[src/rtl/uart_pkg.sv]
// Shared definitions for the 8-bit UART link (receiver and transmitter).
package uart_pkg;

    localparam int DATA_BITS        = 8;
    localparam int CLK_HZ           = 50_000_000;
    localparam int BAUD_RATE        = 115_200;
    localparam int CLKS_PER_BIT_DEF = CLK_HZ / BAUD_RATE;

    typedef enum logic [2:0] {
        IDLE,
        START,
        DATA,
        PARITY,
        STOP,
        BREAK
    } rx_state_t;

endpackage

[src/rtl/sync_2ff.sv]
// Generic two-flop synchroniser for a single asynchronous input.
module sync_2ff #(
    parameter logic RST_VAL = 1'b1
) (
    input  logic iClk,
    input  logic iRst_n,
    input  logic iD,
    output logic oQ
);

    logic meta;

    always_ff @(posedge iClk or negedge iRst_n) begin
        if (!iRst_n) begin
            meta <= RST_VAL;
            oQ   <= RST_VAL;
        end else begin
            meta <= iD;
            oQ   <= meta;
        end
    end

endmodule

[src/rtl/uart_receiver.sv]
// UART receiver: start-bit validation, mid-bit sampling, optional parity,
// framing check and break handling; one-cycle oValid per frame.
module uart_receiver
    import uart_pkg::*;
#(
    parameter int CLKS_PER_BIT = CLKS_PER_BIT_DEF,
    parameter int PARITY_EN    = 1,
    parameter int PARITY_ODD   = 0
) (
    input  logic                 iClk,
    input  logic                 iRst_n,
    input  logic                 iRx,
    output logic [DATA_BITS-1:0] oData,
    output logic                 oValid,
    output logic                 oParityErr,
    output logic                 oFrameErr,
    output logic                 oBusy
);

    localparam int CW = $clog2(CLKS_PER_BIT);
    localparam logic [CW-1:0] FULL_RELOAD = CW'(CLKS_PER_BIT - 1);
    localparam logic [CW-1:0] HALF_RELOAD = CW'(CLKS_PER_BIT / 2 - 1);
    localparam logic [CW-1:0] CNT_ONE     = CW'(1);
    localparam logic [2:0]    LAST_BIT    = 3'(DATA_BITS - 1);

    logic                 rx_s;
    rx_state_t            state;
    logic [CW-1:0]        baud_cnt;
    logic [2:0]           bit_cnt;
    logic [DATA_BITS-1:0] shift;
    logic                 par_err;
    logic                 tick;

    sync_2ff #(.RST_VAL(1'b1)) u_sync (
        .iClk   (iClk),
        .iRst_n (iRst_n),
        .iD     (iRx),
        .oQ     (rx_s)
    );

    assign tick = (baud_cnt == '0);

    always_ff @(posedge iClk or negedge iRst_n) begin
        if (!iRst_n) begin
            state      <= IDLE;
            baud_cnt   <= '0;
            bit_cnt    <= '0;
            shift      <= '0;
            par_err    <= 1'b0;
            oData      <= '0;
            oValid     <= 1'b0;
            oParityErr <= 1'b0;
            oFrameErr  <= 1'b0;
            oBusy      <= 1'b0;
        end else begin
            oValid <= 1'b0;
            if (state != IDLE && !tick)
                baud_cnt <= baud_cnt - CNT_ONE;
            case (state)
                IDLE: begin
                    if (!rx_s) begin
                        bit_cnt  <= '0;
                        baud_cnt <= HALF_RELOAD;
                        par_err  <= 1'b0;
                        state    <= START;
                        oBusy    <= 1'b1;
                    end
                end
                START: begin
                    if (tick) begin
                        // A line that is high again at mid-start-bit was a glitch.
                        if (rx_s) begin
                            state <= IDLE;
                            oBusy <= 1'b0;
                        end else begin
                            baud_cnt <= FULL_RELOAD;
                            state    <= DATA;
                        end
                    end
                end
                DATA: begin
                    if (tick) begin
                        shift    <= {rx_s, shift[DATA_BITS-1:1]};
                        baud_cnt <= FULL_RELOAD;
                        if (bit_cnt == LAST_BIT) begin
                            if (PARITY_EN != 0) state <= PARITY;
                            else                state <= STOP;
                        end else begin
                            bit_cnt <= bit_cnt + 3'd1;
                        end
                    end
                end
                PARITY: begin
                    if (tick) begin
                        par_err  <= ((^shift) ^ rx_s) != (PARITY_ODD != 0);
                        baud_cnt <= FULL_RELOAD;
                        state    <= STOP;
                    end
                end
                STOP: begin
                    if (tick) begin
                        oValid     <= 1'b1;
                        oData      <= shift;
                        oParityErr <= par_err;
                        oFrameErr  <= !rx_s;
                        // Returning to IDLE at mid-stop lets a back-to-back start edge in.
                        if (rx_s) begin
                            state <= IDLE;
                            oBusy <= 1'b0;
                        end else begin
                            state <= BREAK;
                        end
                    end
                end
                BREAK: begin
                    if (rx_s) begin
                        state <= IDLE;
                        oBusy <= 1'b0;
                    end
                end
                default: begin
                    state <= IDLE;
                    oBusy <= 1'b0;
                end
            endcase
        end
    end

endmodule

[config.mk]
export PLATFORM = sky130hd
export DESIGN_NAME = uart_receiver
export DESIGN_NICKNAME = d
export VERILOG_FILES = /design/src/rtl/uart_pkg.sv /design/src/rtl/sync_2ff.sv /design/src/rtl/uart_receiver.sv
export SDC_FILE = /design/constraint.sdc
export NUM_CORES = 1
export LEC_CHECK = 0
export BUFFER_PORTS_ARGS = -buffer_cell sky130_fd_sc_hd__clkbuf_2
export CAP_MARGIN = 20
export CORE_MARGIN = 1
export CORE_UTILIZATION = 50
export DETAILED_ROUTE_END_ITERATION = 10
export MAX_ROUTING_LAYER = met4
export PLACE_DENSITY = 0.67
export SYNTH_ARGS = -nofsm -noshare
export SYNTH_HDL_FRONTEND = slang
export SYNTH_SLANG_ARGS = --single-unit
[constraint.sdc]
create_clock -name iClk -period 6.6 [get_ports iClk]
set_input_delay 0.33 -clock iClk [delete_from_list [all_inputs] [get_ports iClk]]
set_output_delay 0.33 -clock iClk [all_outputs]
set_load 0.01 [all_outputs]
Word-level counts from Yosys, hierarchy flattened
Index checks and enable logic that the tools add are counted.
{ "classes": {"eq_ne": 15, "muxes": 29, "reduce_logical": 17, "n_bitwise": 2, "addsub": 2} }
{ "ops": {"columns": ["operator", "n"], "rows": [
  ["$mux W9", 5],
  ["$mux W3", 11],
  ["$pmux W9 S3", 1],
  ["$pmux W3 S6", 1],
  ["$ne A2 B2 Y1 const B", 7],
  ["$eq A3 B3 Y1 const B", 3],
  ["$logic_not A9 Y1", 1],
  ["$sub A9 B1 Y9 const B", 1],
  ["$reduce_xor A8 Y1", 1],
  ["$mux W1", 7],
  ["$reduce_and A7 Y1", 1],
  ["$eq A3 B2 Y1 const B", 2],
  ["$pmux W3 S2", 1],
  ["$reduce_and A3 Y1", 2],
  ["$ne A2 B1 Y1 const B", 2],
  ["$pmux W1 S4", 1],
  ["$reduce_and A2 Y1", 2],
  ["$reduce_and A4 Y1", 1],
  ["$reduce_bool A2 Y1", 2],
  ["$reduce_or A2 Y1", 2],
  ["$add A3 B1 Y3 const B", 1],
  ["$eq A3 B1 Y1 const B", 1],
  ["$logic_not A3 Y1", 1],
  ["$reduce_bool A3 Y1", 1],
  ["other kinds (6)", 7]
]} }
{ "word_totals": {"out_inout_bits": 12, "register_bits": 38, "input_bits": 3, "wordCells": 77} }

Longest topological paths before layout
{ "depth": {"ltp_word": 7, "mapped_depth": 7} }

By module
From an unflattened synthesis, not the netlist that was laid out.
{ "hier_totals": {"hier_cells": 163, "area_unflattened_um2": 1901.8} }
{ "by_module_without_submodules": {"columns": ["module", "n_inst", "cells_per_inst", "area_each_um2", "seq_area_each_um2"], "rows": [
  ["uart_receiver", 1, 161, 1849.3, 900.9],
  ["sync_2ff", 1, 2, 52.6, 52.6]
]} }

Least setup slack after synthesis
Ideal clock, no wire load.
{ "synth_path": {"kind": "register to register", "startpoint": "reg baud_cnt[0]", "endpoint": "reg shift[0]", "synth_period_minus_slack_ns": 2.134, "path_buffers": 2, "path_stages_with_launch": 8, "arrival_time_ns": 2.009, "setup_time_ns": 0.125, "slack_ns": 4.466, "cell_sequence": "dfrtp_1 inv_1 ha_1 or4b_1 clkbuf_1 or3_1 buf_6 mux2_4"} }
{ "synth_between": {"elab_chain_cells": 2} }
{ "synth_rtl": {"columns": ["item", "line", "rtl"], "rows": [
  ["from (decl)", "uart_receiver.sv:28", "logic [CW-1:0] baud_cnt;"],
  ["from (signal assigned)", "uart_receiver.sv:58", "baud_cnt <= baud_cnt - CNT_ONE;"],
  ["$logic_not A9 Y1", "uart_receiver.sv:41", "assign tick = (baud_cnt == '0);"],
  ["$reduce_and A2 Y1 (no source line)", null, null],
  ["to (signal assigned)", "uart_receiver.sv:83", "shift <= {rx_s, shift[DATA_BITS-1:1]};"],
  ["to (decl)", "uart_receiver.sv:30", "logic [DATA_BITS-1:0] shift;"]
]} }
No other way between the ends.
A chain may end at the register's enable or synchronous reset.

Worst setup path after layout
{ "layout_path": {"startpoint": "reg baud_cnt[0]", "endpoint": "reg oData[7]"} }
{ "layout_between": {"elab_chain_cells": 2} }
{ "layout_rtl": {"columns": ["item", "line", "rtl"], "rows": [
  ["$logic_not A9 Y1", "uart_receiver.sv:41", null],
  ["$reduce_and A2 Y1 (no source line)", null, null],
  ["to (signal assigned)", "uart_receiver.sv:103", "oData <= shift;"],
  ["to (decl)", "uart_receiver.sv:13", "output logic [DATA_BITS-1:0] oData,"]
]} }
No other way between the ends.

==> reports/qor.yml <==
status:
  run_status: "completed"
route:
  avgViaCountPerCell: 5.759
  drtPass1Iterations: 4
  remaining_drc_errors: 0
  drt-initial-drc-count: 79
  wl_per_cell_um: 15.30
  vias: 1313
  totalWireLength_mm: 3.488
  final_antenna_net_count: 0
synth:
  synth_cells: 168
  synth_top_cells_by_area: "dfrtp_1, mux2_4, mux2_2"
  syn_nets: 175
  synth_ff_type: "dfrtp_1"
  synth_edf_count: 0
  synth_area_per_cell_um2: 11.46
  synth.most_common_cell: "dfrtp_1"
  ys_seq_area_share_pct: 49.51
  synth-seq-cells: 38
  synth_common_cells: "dfrtp_1, nor2_1, a21oi_1, mux2_2, mux2_4"
  ys_async_sr_fraction_pct: 100.0
  ys_warn_count: 0
  ys_types: 46
  yosys.area.top_type: "dfrtp_1"
  synthDominantCellAreaShare_pct: 46.78
  syn_area_um2: 1926
placement:
  dp_hpwl_mm: 2.437
  io_buffers: 14
  dp.cells: 221
  gp_congestion: 0.8022
die:
  dieArea_um2: 4103
  initial_core_util_pct: 52.20
  io_pins: 15
  design.core.area_um2: 3689
  rows: 22
  die_y_um: 64.06
  die_w_um: 64.06
hold_path:
  hold_depth: 1
  min-delay-start: "iRx"
  hold_class: "primary input to flip-flop"
  min_to: "u_sync.meta"
timing:
  worstMarginPinSlew_ns: 0.9092
  rsz0062_at_grt: "false"
  clock_skew_ns: 0.01021
  max_freq_ghz: 0.4082
  fin_crit_ns: 2.450
  drv_slew: 0
  max_slew_margin_pct: 39.39
  timing.final.crit_share_pct: 37.12
  hold_slack_ns: 0.1295
  setup_viol: 0
  finalSetupTns_ns: 0
  finalHoldViolations: 0
clock_network:
  cts_tree: "done"
  ctsHoldBuffers: 0
  h-tree-depth: 2
  post_cts_buffers: 0
  clk_path_buf_depth: 2
  cts-root-buf: "clkbuf_8"
  cts_resized: 0
  cts_buffers: 5
  clock_sinks: 38
  insertion_delay_ns: 0.29
  cts.clk_slew.worst_paths_ns: 0.07
power_and_ir_drop:
  p_seq_share_pct: 53.5
  combPwrFrac_pct: 1.5
  switching_share_pct: 18.97
  cellPowerDensity_nw_per_um2: 207.5
  power.internal_mw: 0.3563
  pwr-share-clk_pct: 45.0
  irDropWorstVdd_mv: 0.1412
  switchingPower_mw: 0.08339
  p_leak_nw: 1.014
grt:
  grt_pass1_wl_mm: 5.823
  antenna_found_initial: 0
  grt_pass1_vias: 1188
  grtUsageMet3_pct: 5.536
  grt_max_degree: 39
  met1_usage_pct: 26.78
  use_met2_pct: 27.66
  grtUsageTotal_pct: 19.53
  overflow: 0
  busiest_layer: "met2"
layout:
  seqCellArea_um2: 953.4
  stdcell_count: 228
  nets: 187
  drive_gt1_share_pct: 25.00
  num_antenna_cells: 0
  multiInputGateArea_um2: 903.4
  fillers: 326
  area_growth_pct: 10.01
critical_path:
  cp.arrival_ns: 2.62
  startpoint_type: "flip-flop"
  crit_type: "flip-flop to flip-flop"
  timing.rr.start: "baud_cnt[0]"
  critPathRequiredTime_ns: 6.77
  rr_worst_depth: 5
  r2r_end: "oData[7]"
  cp-end-kind: "flip-flop"
  ff2ff_setup_slack_ns: 4.15
  critical_path.max_fanout: 12
  cp_cell_sequence: "inv_1, ha_1, nor4b_2, nand4_1, mux2_2"
  crit_start: "baud_cnt[0]"
  critical_path.max_stage_delay_ns: 0.63
  critPathSlowestCell: "nand4_1"
flow_run:
  drv_cap: 0
==> critical path: cells and delay by family (launching register included) <==
family / cells / cell delay (ns)
buffers and inverters: 1 / 0.13
muxes: 1 / 0.50
DFF: 1 / 0.41
adders and majority gates: 1 / 0.18
and+or+nand+nor: 2 / 1.12
==> area by class of cell <==
class	instances	share of cell area [%]
Clock inverter	1	1.418
Sequential cell	38	45.01
Tap cell	48	2.835
Multi-Input combinational cell	116	42.65
Timing Repair Buffer	14	3.308
Clock buffer	6	3.898
Inverter	5	0.8860
==> state kept, by name, indices dropped and copies added (netlist names) <==
register,cells
baud_cnt,9
bit_cnt,3
oBusy,1
oData,8
oFrameErr,1
oParityErr,1
oValid,1
par_err,1
shift,8
state,3
u_sync.meta,1
u_sync.oQ,1
==> placed cells by master (no fill, tap or decap), types with 2 or more instances in the layout <==
cell type  instances
clkbuf_2          14
xnor2_1            5
o2bb2ai_1          3
o211ai_1           2
mux2_4             8
ha_1               4
nand2_1            7
nor2_1            14
nor4_1             2
or4_1              3
mux2_2             9
a21oi_1            9
dfstp_2            2
a221oi_1           3
inv_1              5
a211oi_1           2
xor2_1             3
o21ai_0            5
dfrtp_1           36
nand2b_1           2
nand3_1            4
nor3_1             4
or3_1              3
a21o_1             2
mux2i_1            2
clkbuf_8           6
a22oi_1            2
==> power groups by stage <==
stage / Combinational, mW / Sequential, mW / Clock, mW
5_1_grt: 0.00795 / 0.235 / 0.213
4_1_cts: 0.00722 / 0.235 / 0.200
2_1_floorplan: 0.00251 / 0.239 / 0
3_5_place_dp: 0.00724 / 0.240 / 0
6_report: 0.00671 / 0.235 / 0.198
3_3_place_gp: 0.00695 / 0.240 / 0
==> how the worst max path moves through the flow <==
| stage | endpoint | slack [ns] | depth (start not counted) |
|---|---|---|---|
| floorplan | shift[0] | 4.47 | 7 |
| global placement | shift[6] | 4.25 | 5 |
| detailed placement | oData[7] | 4.17 | 5 |
| CTS | oData[7] | 4.15 | 5 |
| global route | oData[7] | 3.97 | 5 |
| finish | oData[7] | 4.15 | 5 |
==> per-layer routing <==
metal	wire [um]	share of wire (%)	vias to the layer above
met5	0	0	-
met3	189	5.4	5
met4	49	1.4	0
met1	1651	47	640
li1	-	-	639
met2	1597	46	29
==> cell families (layout without fill, tap and decap cells) <==
family                     count (synthesis)  after routing  share of synthesized area (%)
AOI/OAI and AO/OA                         36             36                          13.00
xor gates and xnor gates                   9              9                          4.808
adders and majority gates                  4              4                          2.599
buffers and inverters                     14             26                          3.573
DFF                                       38             38                          49.51
muxes                                     19             19                          12.54
and+or+nand+nor                           48             48                          13.97
==> metrics by stage <==
| stage | util, % | worst slack, ns | instance area, um2 | total power, mW |
|---|---|---|---|---|
| floorplan | - | 4.466 | 1926 | 0.2411 |
| global placement | 54.38 | 4.247 | 2006 | 0.2466 |
| detailed placement | 54.38 | 4.170 | 2006 | 0.2468 |
| CTS | 57.43 | 4.152 | 2118 | 0.4427 |
| global route | 57.43 | 3.969 | 2118 | 0.4564 |
| finish | 57.43 | 4.150 | 2118 | 0.4396 |
Note: power is estimated with default switching activity, not from simulation.
